`config.mk`:
```
export PLATFORM = sky130hd
export DESIGN_NAME = reg_scoreboard
export DESIGN_NICKNAME = d
export VERILOG_FILES = /design/src/rtl/reg_scoreboard_pkg.sv /design/src/rtl/scb_entry.sv /design/src/rtl/reg_scoreboard.sv
export SDC_FILE = /design/constraint.sdc
export NUM_CORES = 1
export LEC_CHECK = 0
export ABC_AREA = 1
export CORE_UTILIZATION = 50
export CTS_BUF_LIST = sky130_fd_sc_hd__clkbuf_8
export DETAILED_ROUTE_END_ITERATION = 8
export PLACE_DENSITY = 0.69
export SYNTH_ARGS = -nofsm -noshare
export SYNTH_HDL_FRONTEND = slang
export SYNTH_HIERARCHICAL = 1
export SYNTH_SLANG_ARGS = --single-unit
```
`constraint.sdc`:
```
create_clock -name clk -period 3.8 [get_ports clk]
set_input_delay 0.57 -clock clk [delete_from_list [all_inputs] [get_ports clk]]
set_output_delay 0.57 -clock clk [all_outputs]
set_load 0.05 [all_outputs]
```
`src/rtl/reg_scoreboard_pkg.sv`:
```
// Shared CPU constants and helpers for the register write scoreboard.
// The scoreboard tracks outstanding writes per architectural register.
package reg_scoreboard_pkg;

    localparam int NUM_REGS    = 16;
    localparam int ADDR_W      = 4;
    localparam int CNT_W       = 2;
    localparam int CNT_MAX     = 3;
    localparam int STALL_CNT_W = 16;

    typedef logic [ADDR_W-1:0]      addr_t;
    typedef logic [CNT_W-1:0]       cnt_t;
    typedef logic [NUM_REGS-1:0]    reg_vec_t;
    typedef logic [STALL_CNT_W-1:0] stall_cnt_t;

    // One-hot select of the register addressed by a pipeline event, or none.
    function automatic reg_vec_t decode_evt(input logic valid, input addr_t addr);
        reg_vec_t vec;
        vec = '0;
        if (valid) vec[addr] = 1'b1;
        return vec;
    endfunction

endpackage

```
`src/rtl/scb_entry.sv`:
```
// State for one architectural register: outstanding-write count and load-pending flag.
// Issue, flush and retire fold into one signed delta so coincident events sum.
module scb_entry
    import reg_scoreboard_pkg::*;
(
    input  logic clk,
    input  logic reset,
    input  logic inc,
    input  logic dec_flush,
    input  logic dec_retire,
    input  logic ld_val,
    input  logic ld_clr,
    output cnt_t cnt,
    output logic ld,
    output logic err
);

    localparam int SUM_W = CNT_W + 2;
    localparam logic signed [SUM_W-1:0] SUM_MAX = SUM_W'(CNT_MAX);

    logic signed [SUM_W-1:0] sum;
    logic                    underflow;
    logic                    overflow;
    cnt_t                    cnt_next;
    logic                    ld_next;

    // NOTE: every always_comb output gets a default first so no latch is inferred.
    always_comb begin
        sum = $signed({2'b00, cnt})
            + $signed({{(SUM_W-1){1'b0}}, inc})
            - $signed({{(SUM_W-1){1'b0}}, dec_flush})
            - $signed({{(SUM_W-1){1'b0}}, dec_retire});
        underflow = sum[SUM_W-1];
        overflow  = !underflow && (sum > SUM_MAX);
        err       = underflow || overflow;

        cnt_next = sum[CNT_W-1:0];
        if (underflow)     cnt_next = '0;
        else if (overflow) cnt_next = cnt_t'(CNT_MAX);

        // A new write's load flag wins over a same-cycle load return.
        ld_next = ld;
        if (inc)         ld_next = ld_val;
        else if (ld_clr) ld_next = 1'b0;
        if (cnt_next == '0) ld_next = 1'b0;
    end

    // NOTE: state updates use non-blocking assignments so all entries see pre-edge values.
    always_ff @(posedge clk) begin
        if (reset) begin
            cnt <= '0;
            ld  <= 1'b0;
        end else begin
            cnt <= cnt_next;
            ld  <= ld_next;
        end
    end

endmodule

```
`src/rtl/reg_scoreboard.sv`:
```
// Register scoreboard: 16 scb_entry instances plus load-use/overflow stall
// selection, a sticky error flag and a saturating stall performance counter.
module reg_scoreboard
    import reg_scoreboard_pkg::*;
(
    input  logic        clk,
    input  logic        reset,
    input  logic [3:0]  RA1D,
    input  logic [3:0]  RA2D,
    input  logic        UseRA1D,
    input  logic        UseRA2D,
    input  logic        IssueD,
    input  logic        RegWriteD,
    input  logic [3:0]  WA3D,
    input  logic        MemtoRegD,
    input  logic        FlushE,
    input  logic        RegWriteE,
    input  logic [3:0]  WA3E,
    input  logic        LdDoneM,
    input  logic [3:0]  WA3M,
    input  logic        RetireW,
    input  logic [3:0]  WA3W,
    output logic        StallF,
    output logic        StallD,
    output logic        FlushE_o,
    output logic        ScbErr,
    output logic [15:0] StallCnt
);

    logic [NUM_REGS-1:0][CNT_W-1:0] cnt_q;
    reg_vec_t ld_q;
    reg_vec_t err_evt;
    reg_vec_t inc_vec;
    reg_vec_t flush_vec;
    reg_vec_t retire_vec;
    reg_vec_t lddone_vec;
    logic     issue_write;
    logic     stall;

    assign issue_write = IssueD && RegWriteD;

    // Only loads stall a reader; ALU results are forwarded. A full counter blocks issue.
    always_comb begin
        stall = 1'b0;
        if (UseRA1D && cnt_q[RA1D] != '0 && ld_q[RA1D]) stall = 1'b1;
        if (UseRA2D && cnt_q[RA2D] != '0 && ld_q[RA2D]) stall = 1'b1;
        if (issue_write && cnt_q[WA3D] == cnt_t'(CNT_MAX)) stall = 1'b1;
    end

    assign StallD   = stall;
    assign StallF   = stall;
    assign FlushE_o = stall;

    assign inc_vec    = decode_evt(issue_write && !stall, WA3D);
    assign flush_vec  = decode_evt(FlushE && RegWriteE, WA3E);
    assign retire_vec = decode_evt(RetireW, WA3W);
    assign lddone_vec = decode_evt(LdDoneM, WA3M);

    for (genvar r = 0; r < NUM_REGS; r++) begin : g_entry
        scb_entry u_entry (
            .clk        (clk),
            .reset      (reset),
            .inc        (inc_vec[r]),
            .dec_flush  (flush_vec[r]),
            .dec_retire (retire_vec[r]),
            .ld_val     (MemtoRegD),
            .ld_clr     (lddone_vec[r]),
            .cnt        (cnt_q[r]),
            .ld         (ld_q[r]),
            .err        (err_evt[r])
        );
    end

    always_ff @(posedge clk) begin
        if (reset) begin
            ScbErr   <= 1'b0;
            StallCnt <= '0;
        end else begin
            if (|err_evt) ScbErr <= 1'b1;
            if (stall && StallCnt != '1) StallCnt <= StallCnt + 16'd1;
        end
    end

endmodule

```
==> flow_summary.yaml <==
place:
  pre_cts_ws_ps: -756
  dp_cells: 1268
  io_buffers: 54
  gp_congestion: 0.955
  dp_hpwl_um: 14100
global_routing:
  grt_max_degree: 33
  antenna_found_initial: 0
  grt_first_pass_wirelength_um: 28500
  grt-ovfl-total: 0
  track_usage_pct: 28.7
  grt_pass1_vias: 5945
worst_setup_path:
  arrival_ps: 3990
  cp-end-kind: "flip-flop"
  cpMostUsedCell: "nand2_1"
  reg2reg_slack_ps: 100
  crit_fanout: 6
  critPathKind: "input port to flip-flop"
  cp.required_ps: 4050
  cpPeakStageDelay_ps: 380
  cp-start-kind: "input port"
  critPathSlowestCell: "fa_2"
routing:
  vias: 6443
  wl_um: 17800
  dr.pass1.iters: 5
  via_per_inst: 4.99
  wl_per_cell_um: 13.8
  first_iter_violations: 527
  drc_errors: 0
  drtAntennaViolNets: 0
floorplanning:
  die_w_um: 113
  boundaryPins: 55
  fp.dieH_um: 113
  initial_utilization_pct: 51.3
  die_area_um2: 12800
  rows: 40
  coreArea_um2: 12100
sta:
  finalCritPeriodShare_pct: 98.4
  fin_skew_ps: 13.0
  worstMarginPinSlew_ps: 931
  slew_headroom_pct: 37.7
  whs_ps: 526
  fmax_mhz: 268
  finalSetupViolCount: 0
  drv_slew: 0
  finalSetupTns_ps: 0
  setup_ws_ps: 62.0
  period_minus_slack_ps: 3740
  finalHoldViolCount: 0
power_and_ir_drop:
  ir_drop_v: 0.000124
  p_leak_uw: 0.00422
  powerDensity_nw_per_um2: 209
clocking:
  root_buffer: "clkbuf_8"
  path_clk_slew_ps: 80
  cts_max_level: 3
  cts_tree: "built"
  clk_path_buf_depth: 2
  ctsHoldBuffers: 0
  clock-sinks: 65
  clk_latency_ps: 380
  cts_buffers: 9
cells_and_area:
  syn_to_final_growth_pct: 36.9
  nets: 1234
  final_common_cell: "nand2_1"
  finalCoreUtilization_pct: 70.3
  final_cell_mix: "nand2_1 (182), inv_1 (172), buf_4 (139)"
  fill_cells: 981
  drive_gt1_share_pct: 30.6
  fin_cells: 1290
  insertedDiodeCount: 0
synth:
  synth_cell_types: 28
  synth_cells: 920
  ys_seq_area_share_pct: 21.0
  syn_nets: 1036
  ys.warnings.count: 6
  synth-seq-cells: 65
  syn_area_um2: 6190
  synth_area_per_cell_um2: 6.73
hold_path:
  holdCritPathClass: "flip-flop to flip-flop"
flow_run:
  max-cap-violations: 0
run_status:
  outcome: "completed"
cell families after synthesis:
| logic type | synth area share (%) |
|---|---|
| AND/OR/NAND/NOR | 37.3 |
| buffers and inverters | 14.5 |
| adder cells (fa/ha/maj) | 20.2 |
| AO/OA/AOI/OAI | 6.97 |
| flip-flops | 21.0 |
synth_stat cells:
master | number | area (um^2)
nand2_1 | 189 | 709
nand3b_1 | 2 | 15.0
inv_1 | 178 | 668
nand3_1 | 86 | 430
inv_2 | 34 | 128
buf_4 | 5 | 37.5
nor2_1 | 100 | 375
a22oi_1 | 16 | 120
a21oi_1 | 16 | 80.1
o21ai_1 | 5 | 25.0
clkinv_1 | 2 | 7.51
nand2_2 | 35 | 219
buf_6 | 3 | 33.8
nor2_4 | 2 | 22.5
nand3_2 | 33 | 330
buf_2 | 2 | 10.0
nor3_1 | 25 | 125
nand4_1 | 3 | 18.8
dfxtp_1 | 65 | 1300
nor4_1 | 6 | 37.5
o21ai_0 | 12 | 60.1
nand3_4 | 1 | 17.5
a21oi_2 | 16 | 140
nor2_2 | 1 | 6.26
a31oi_1 | 1 | 6.26
fa_1 | 32 | 641
buf_8 | 1 | 15.0
ha_1 | 49 | 613
state kept, by name, summed over array words and instances, names as in the netlist:
signal and count:
g_entry.u_entry/cnt 32, StallCnt 16, ScbErr 1, g_entry.u_entry/ld 16
worst paths after layout:
path	start	end	depth (start not counted)
worst max-delay path	WA3D[0]	ScbErr	25
worst min-delay path	StallCnt[15]	StallCnt[15]	2
worst max register to register	g_entry[4].u_entry/cnt[0]	ScbErr	22
worst min register to register	StallCnt[15]	StallCnt[15]	2
through the flow:
step	power, uW	cell area [um^2]
after floorplan	974	6190
after global placement	1130	7920
after detailed placement	1140	7920
after CTS	1750	8140
after global routing	1860	8480
final	1770	8480
critical path: cells and delay by family:
family                     cells  cell delay [ps]
and+or+nand+nor               16             2140
adders and majority gates      3              700
AOI/OAI and AO/OA              1              130
buffers and inverters          5              430
layout make-up:
type | count | area, um^2 | area share [%]
Multi-Input combinational cell | 630 | 4240 | 50.0
Clock inverter | 5 | 56.3 | 0.664
Timing Repair Buffer | 198 | 1720 | 20.3
Inverter | 214 | 808 | 9.53
Sequential cell | 65 | 1310 | 15.4
Clock buffer | 10 | 138 | 1.62
Tap cell | 168 | 210 | 2.48
metal layers:
layer	global-route usage, %	vias up	part of all wire [%]
met5	0	-	0
met4	11.1	0	2.9
met3	4.71	40	8.1
met2	47.1	266	46
met1	38.0	2901	43
li1	-	3236	-
what timing repair did:
action / 4_1_cts / 5_1_grt
gates resized for setup: 9 / 90
gates cloned: 0 / 2
setup endpoints to repair: 1 / 4
pin swaps: 1 / 19
setup buffers: 0 / 5
where the power goes:
group	switching, uW	total (uW)	internal, uW
Sequential	20.3	717	697
Combinational	253	442	189
Clock	299	614	316
Total	572	1770	1200
Power figures use the tool's default switching activity.
